==> src/rtl/sw_max_tracker_pkg.sv <==
// sw_max_tracker_pkg: shared score width and FSM state encodings for the max tracker
package sw_max_tracker_pkg;
    localparam int V_E_F_BIT = 16;
    typedef enum logic [1:0] {
        IDLE = 2'd0,
        RUN  = 2'd1,
        DONE = 2'd2
    } state_t;
endpackage

==> src/rtl/sw_max_tracker_sm_gt.sv <==
// sm_gt: strict sign-magnitude greater-than (a > b, +0 and -0 equal); ports a, b in, gt out
module sm_gt #(
    parameter int DATA_WIDTH = 16
) (
    input  logic [DATA_WIDTH-1:0] a,
    input  logic [DATA_WIDTH-1:0] b,
    output logic                  gt
);
    logic a_s, b_s, both_zero;
    logic [DATA_WIDTH-2:0] a_m, b_m;
    assign a_s = a[DATA_WIDTH-1];
    assign b_s = b[DATA_WIDTH-1];
    assign a_m = a[DATA_WIDTH-2:0];
    assign b_m = b[DATA_WIDTH-2:0];
    assign both_zero = (a_m == '0) && (b_m == '0);
    // a zero magnitude on one side still orders correctly by sign, so only the double-zero case is special
    always_comb
        gt = both_zero ? 1'b0 :
             (a_s != b_s) ? !a_s :
             a_s ? (a_m < b_m) : (a_m > b_m);
endmodule

==> src/rtl/sw_max_tracker.sv <==
// sw_max_tracker: running argmax over a raster-ordered sign-magnitude score stream
// ports: clk/rst; i_start with i_rows/i_cols begins a matrix; i_valid/i_score beats accepted
// while o_ready; o_busy in RUN; o_done pulses on entry to DONE; o_max_* report the best score/coords
module sw_max_tracker
    import sw_max_tracker_pkg::*;
#(
    parameter int DATA_WIDTH = V_E_F_BIT,
    parameter int ROW_BITS   = 10,
    parameter int COL_BITS   = 10
) (
    input  logic                  clk,
    input  logic                  rst,
    input  logic                  i_start,
    input  logic [ROW_BITS-1:0]   i_rows,
    input  logic [COL_BITS-1:0]   i_cols,
    input  logic                  i_valid,
    input  logic [DATA_WIDTH-1:0] i_score,
    output logic                  o_ready,
    output logic                  o_busy,
    output logic                  o_done,
    output logic [DATA_WIDTH-1:0] o_max_score,
    output logic [ROW_BITS-1:0]   o_max_row,
    output logic [COL_BITS-1:0]   o_max_col
);
    localparam logic [DATA_WIDTH-1:0] SM_MIN = '1;
    state_t state;
    logic [ROW_BITS-1:0] rows, row_cnt;
    logic [COL_BITS-1:0] cols, col_cnt;
    logic gt, last_col, last_row;
    sm_gt #(.DATA_WIDTH(DATA_WIDTH)) u_gt (.a(i_score), .b(o_max_score), .gt(gt));
    assign o_ready  = (state == RUN);
    assign o_busy   = (state == RUN);
    assign last_col = (col_cnt == cols - 1'b1);
    assign last_row = (row_cnt == rows - 1'b1);
    always_ff @(posedge clk) begin
        if (rst) begin
            state       <= IDLE;
            o_done      <= 1'b0;
            o_max_score <= '0;
            o_max_row   <= '0;
            o_max_col   <= '0;
            rows        <= '0;
            cols        <= '0;
            row_cnt     <= '0;
            col_cnt     <= '0;
        end else begin
            o_done <= 1'b0;
            if (state != RUN) begin
                if (i_start) begin
                    rows        <= i_rows;
                    cols        <= i_cols;
                    row_cnt     <= '0;
                    col_cnt     <= '0;
                    o_max_score <= SM_MIN;
                    o_max_row   <= '0;
                    o_max_col   <= '0;
                    // an empty matrix has nothing to stream, so it completes immediately
                    if (i_rows == '0 || i_cols == '0) begin
                        state  <= DONE;
                        o_done <= 1'b1;
                    end else begin
                        state <= RUN;
                    end
                end
            end else if (i_valid) begin
                if (gt) begin
                    o_max_score <= i_score;
                    o_max_row   <= row_cnt;
                    o_max_col   <= col_cnt;
                end
                if (last_col && last_row) begin
                    state  <= DONE;
                    o_done <= 1'b1;
                end else if (last_col) begin
                    col_cnt <= '0;
                    row_cnt <= row_cnt + 1'b1;
                end else begin
                    col_cnt <= col_cnt + 1'b1;
                end
            end
        end
    end
endmodule

==> config.mk <==
export PLATFORM = sky130hd
export DESIGN_NAME = sw_max_tracker
export DESIGN_NICKNAME = d
export VERILOG_FILES = /design/src/rtl/sw_max_tracker_pkg.sv /design/src/rtl/sw_max_tracker_sm_gt.sv /design/src/rtl/sw_max_tracker.sv
export SDC_FILE = /design/constraint.sdc
export NUM_CORES = 1
export LEC_CHECK = 0
export BUFFER_PORTS_ARGS = -buffer_cell sky130_fd_sc_hd__buf_4
export CORE_MARGIN = 2
export CORE_UTILIZATION = 50
export CTS_BUF_LIST = sky130_fd_sc_hd__clkbuf_8
export CTS_CLUSTER_DIAMETER = 40
export DETAILED_ROUTE_END_ITERATION = 7
export HOLD_SLACK_MARGIN = 0.06
export PLACE_DENSITY = 0.76
export RECOVER_POWER = 50
export SLEW_MARGIN = 40
export SYNTH_ARGS = -nofsm -noshare
export SYNTH_HDL_FRONTEND = slang
export SYNTH_SLANG_ARGS = --single-unit
==> constraint.sdc <==
create_clock -name clk -period 3.2 [get_ports clk]
set_input_delay 0.64 -clock clk [delete_from_list [all_inputs] [get_ports clk]]
set_output_delay 0.64 -clock clk [all_outputs]
set_load 0.01 [all_outputs]
# Word-level counts from Yosys, hierarchy flattened

Cells that the tools add are included.

Input bits: 40
Output and inout bits: 39
Register bits after elaboration: 79

Reduce and logical (&&, ||, !) cells: 17
Multiplexer cells: 32
Equality and inequality tests: 7
Add/sub/neg operators: 4
Order comparisons: 2

Operator list:

| kind                                                  | count |
|---|---|
| 2-to-1 mux 10 bit                                     | 15 |
| 2-to-1 mux 16 bit                                     | 4 |
| logical NOT 15 bit                                    | 2 |
| adder 10 x 1 -> 10 bit, second input constant         | 2 |
| equality test 10 bit                                  | 2 |
| logical NOT 10 bit                                    | 2 |
| subtractor 10 x 1 -> 10 bit, second input constant    | 2 |
| greater-than comparator 15 bit                        | 1 |
| less-than comparator 15 bit                           | 1 |
| 2-to-1 mux 2 bit                                      | 5 |
| AND reduction 3 bit                                   | 3 |
| 2-to-1 mux 1 bit                                      | 8 |
| nonzero test 2 bit                                    | 4 |
| inequality test 2 bit, second input constant          | 2 |
| AND reduction 4 bit                                   | 1 |
| equality test 2 x 1 -> 1 bit, second input constant   | 1 |
| logical AND 1 bit                                     | 2 |
| inequality test 2 x 1 -> 1 bit, second input constant | 1 |
| AND reduction 2 bit                                   | 1 |
| logical NOT 1 bit                                     | 1 |
| logical OR 1 bit                                      | 1 |
| inequality test 1 bit                                 | 1 |

# Logic depth before layout (Yosys ltp)

Depth in word-level cells: 7
Depth in mapped cells: 12

# By module

From an unflattened synthesis, not the netlist that was laid out.

Cells, all modules: 585
Area total of the unflattened synthesis: 4510.6 µm²

By module, submodules not included:

| module         | area an instance (µm²) | seq. area each (µm²) | instances | cells each |
|---|---|---|---|---|
| sw_max_tracker | 4048.9                 | 1581.5               | 1         | 519 |
| sm_gt          | 461.7                  | 0.0                  | 1         | 66 |

# Worst setup path after synthesis

No wires, ideal clock.

Path kind: input port to flip-flop
From: input i_score[8]
To: register o_max_score[10]
Stages: 9
Setup time: 0.059 ns
Path slack: 0.579 ns
Required time: 3.141 ns
Arrival: 2.563 ns
Path through: ha_1 a21o_1 a21o_1 a21oi_1 o21ai_0 o211a_1 nor2_1 clkbuf_1 o221a_2

Word-level cells in the longest chain between the ends: 6
Elaborated cells between the ends (all ways): 9
Classes of those cells: order compare (2); mux (3); reduce/logical (4)

RTL lines:

| what                                                                          | RTL line                   | source |
|---|---|---|
| start, declared                                                               | sw_max_tracker.sv:17       | `input logic [DATA_WIDTH-1:0] i_score,` |
| greater-than comparator 15 bit or less-than comparator 15 bit (tied branches) | sw_max_tracker_sm_gt.sv:20 | `a_s ? (a_m < b_m) : (a_m > b_m);` |
| 2-to-1 mux 1 bit                                                              | sw_max_tracker_sm_gt.sv:20 |  |
| 2-to-1 mux 1 bit                                                              | sw_max_tracker_sm_gt.sv:19 | `(a_s != b_s) ? !a_s :` |
| 2-to-1 mux 1 bit (*)                                                          | sw_max_tracker_sm_gt.sv:18 | `gt = both_zero ? 1'b0 :` |
| nonzero test 2 bit (no source line) (*)                                       | n/a                        |  |
| AND reduction 3 bit (no source line) (*)                                      | n/a                        |  |
| end signal, assigned                                                          | sw_max_tracker.sv:67       | `o_max_score <= i_score;` |
| end, declared                                                                 | sw_max_tracker.sv:21       | `output logic [DATA_WIDTH-1:0] o_max_score,` |

Mark *: on every way between the ends. The rest lies on a longest branch, timed or not.
A chain may end at the register's enable or synchronous reset.

# Worst setup path in the final report

From: register cols[0]
To: register col_cnt[8]

Word-level cells in the longest chain between the ends: 6
Elaborated cells between the ends (all ways): 9
Classes of those cells: add/sub (1); eq/ne (2); mux (4); reduce/logical (2)

RTL lines:

| what                            | RTL line             | source |
|---|---|---|
| start, declared                 | sw_max_tracker.sv:28 | `logic [COL_BITS-1:0] cols, col_cnt;` |
| start signal, assigned          | sw_max_tracker.sv:51 | `cols <= i_cols;` |
| subtractor 10 x 1 -> 10 bit (*) | sw_max_tracker.sv:33 | `assign last_col = (col_cnt == cols - 1'b1);` |
| equality test 10 bit (*)        | sw_max_tracker.sv:33 |  |
| 2-to-1 mux 10 bit               | sw_max_tracker.sv:74 | `end else if (last_col) begin` |
| 2-to-1 mux 10 bit               | sw_max_tracker.sv:71 | `if (last_col && last_row) begin` |
| 2-to-1 mux 10 bit               | sw_max_tracker.sv:65 | `end else if (i_valid) begin` |
| 2-to-1 mux 10 bit               | sw_max_tracker.sv:48 | `if (state != RUN) begin` |
| end signal, assigned            | sw_max_tracker.sv:78 | `col_cnt <= col_cnt + 1'b1;` |
| end, declared                   | sw_max_tracker.sv:28 |  |

Mark *: on every way between the ends. The rest lies on a longest branch, timed or not. The select of a mux whose other input is x is not followed.

==> results.toml <==
[routing]
wirelength_um = 12000
via_per_inst = 6.19
drtAntennaViolNets = 0
drtIter0Drc = 318
vias = 4502
first_pass_iters = 5
post_drt_wl_per_cell_um = 16.5
drcViolationCount = 0

[synthesis]
synth-async-reset-ratio = 0
synth_top_family_by_area = "compound AO/OA/AOI/OAI gates"
synthDominantCellAreaShare = 0.346
yosys-top-cells-area = "dfxtp_1 35%, a21oi_1 6.9%, nand2_1 5.4%, ha_1 5.2%, nand4_1 4.4%"
synth_nets = 614
synth_ff_type = "dfxtp_1"
syn_avg_cell_area_um2 = 8.23
yosys.area_share.xor_xnor = 0.0441
synth.largest_area_cell = "dfxtp_1"
synth_edf_count = 0
yosys-mux-area-fraction = 0.00877
ys_seq_elements = 79
synth_compound_area_frac = 0.247
synth.cell_area_um2 = 4570
synth_cell_types = 60
yosysWarnings = 0
synthAdderAreaFrac = 0.0521
synth_commonest_cells = "79 x dfxtp_1, 66 x nand2_1, 63 x a21oi_1"
synth.most_common_cell = "dfxtp_1"
yosysSeqAreaShare = 0.346
synth-simple-area-share = 0.239
syn_inst = 555

[setup_path]
path_buf_inv = 3
critPathLaunchType = "flop"
cp_top_family = "simple AND/OR/NAND/NOR gates"
cp_cell_sequence = "inv_1 -> ha_1 -> nor4b_4 -> buf_4 -> and3_1 -> nor3_1 -> o2111a_1 -> nor4b_4 -> buf_4 -> or4_1 -> a21oi_1"
crit_path_end_kind = "flop"
cp_max_fo = 21
worstSetupPathType = "flop to flop"
crit_arrival_ns = 3.13
crit_path_top_delay_cell = "or4_1"
cpPeakStageDelay_ns = 0.53
worstPathRequired_ns = 3.47

[grt]
antenna_found_initial = 0
grt_overflow = 0
grtUsageMet1 = 0.322
grt_first_pass_wirelength_um = 19800
grt_max_degree = 49
use_met3 = 0.0527
grt.busiest_layer = "met2"
first_global_vias = 4201
track_usage = 0.244
gr-usage-met2 = 0.392

[timing]
final_hold_viol_count = 0
worstMarginPinSlew_ns = 0.660
rsz0062_at_grt = "false"
fmax_ghz = 0.350
finalCriticalPeriod_ns = 2.86
drv_slew = 0
finalSetupTns_ns = 0
setup_violations = 0
finalWorstSetupSlack_ns = 0.339
skew_ns = 0.0116
relSlewSlack = 0.560
fin_crit_sh = 0.894

[flow_run]
max-cap-violations = 0

[die]
start_util = 0.518
row_count = 34
die_area_um2 = 9910
die_w_um = 99.6
core_um2 = 8810
die_h_um = 99.6
io_pins = 79

[clock_network]
htreeDepth = 3
cts_buffers = 9
ctsHoldBuffers = 0
cts-root-buf = "clkbuf_8"
clk_pin_slew_ns = 0.08
max-clock-path-buffers = 2
cts.sinks = 79
cts_tree = "done"
worstSkewPairLatency_ns = 0.36

[final_layout]
seqCellArea_um2 = 1580
drive_above_1_share = 0.155
multi_input_area_um2 = 2710
final_cell_area_um2 = 5270
nets = 674
nFillCells = 804
diodes = 0
area_delta_synth_final_pct = 15.5

[worst_hold_path]
hp-class = "flop to flop"

[power]
leakagePower_nw = 1.98
ir_worst_vdd_mv = 0.201
powerDensity_nw_per_um2 = 437
p_total_mw = 2.30

[place]
place_ws_ns = 0.169
placed_cell_area_um2 = 5200
hpwlAfterDp_um = 8760
gp_congestion = 0.859
port-buffer-count = 78

[status]
status = "completed"
[worst reg2reg max path, cell delays in order (launching register included)]
cell and delay, ns:
dfxtp_1 0.38, inv_1 0.08, ha_1 0.30, nor4b_4 0.24, buf_4 0.19, and3_1 0.16
nor3_1 0.06, o2111a_1 0.31, nor4b_4 0.15, buf_4 0.20, or4_1 0.54, a21oi_1 0.17
[layout by cell type, fill, tap and decap left out, types with 16 or more instances in the layout]
cell type / count
buf_4: 51
nand4_1: 32
clkbuf_1: 40
nand2_1: 66
o221a_2: 16
dfxtp_1: 79
a21oi_1: 63
o21ai_0: 24
inv_1: 26
nand3_1: 18
ha_1: 19
nor2_1: 19
[path summary, 6_finish.rpt]
kind / startpoint / to / slack (ns) / cells past startpoint
worst min-delay path: cols[9] / cols[9] / 0.47 / 2
worst max register to register: cols[0] / col_cnt[8] / 0.34 / 11
worst min register to register: cols[9] / cols[9] / 0.47 / 2
worst max-delay path: cols[0] / col_cnt[8] / 0.34 / 11
[repair_timing]
action | in CTS | in global routing
resized for setup | 0 | 2
buffers inserted | 0 | 1
setup endpoints to repair | 0 | 7
[per-layer routing]
metal / vias to the layer above / share of wire / wire length, µm
met5: - / 0 / 0
met3: 26 / 0.071 / 857
met4: 0 / 0.021 / 246
li1: 2166 / - / -
met1: 2138 / 0.45 / 5380
met2: 172 / 0.46 / 5510
[cell families after synthesis]
group,after synthesis
xor gates and xnor gates,23
muxes,4
adders and majority gates,19
and+or+nand+nor,199
DFF,79
AOI/OAI and AO/OA,163
buffers and inverters,68
[area by class of cell]
cell class	count	share of cell area
Clock buffer	10	0.0261
Clock inverter	5	0.0140
Inverter	25	0.0178
Multi-Input combinational cell	408	0.514
Sequential cell	79	0.300
Tap cell	108	0.0256
Timing Repair Buffer	92	0.102
[metrics by stage]
stage	util	hold WS, ns	instances
global placement	0.590	0.460	711
floorplan	-	0.448	555
detailed placement	0.590	0.464	711
finish	0.599	0.474	727
CTS	0.614	0.475	726
global route	0.599	0.491	727
[state kept, by name, indices dropped and copies added (netlist names)]
| name | flops |
|---|---|
| o_done | 1 |
| rows | 10 |
| o_max_row | 10 |
| col_cnt | 10 |
| o_max_score | 16 |
| row_cnt | 10 |
| cols | 10 |
| state | 2 |
| o_max_col | 10 |
[power breakdown]
part	switching (mW)	total [mW]	internal, mW
combinational	0.237	0.425	0.188
sequential	0.0508	1.07	1.02
clock	0.355	0.806	0.451
total	0.643	2.30	1.66
Power figures use the tool's default switching activity.
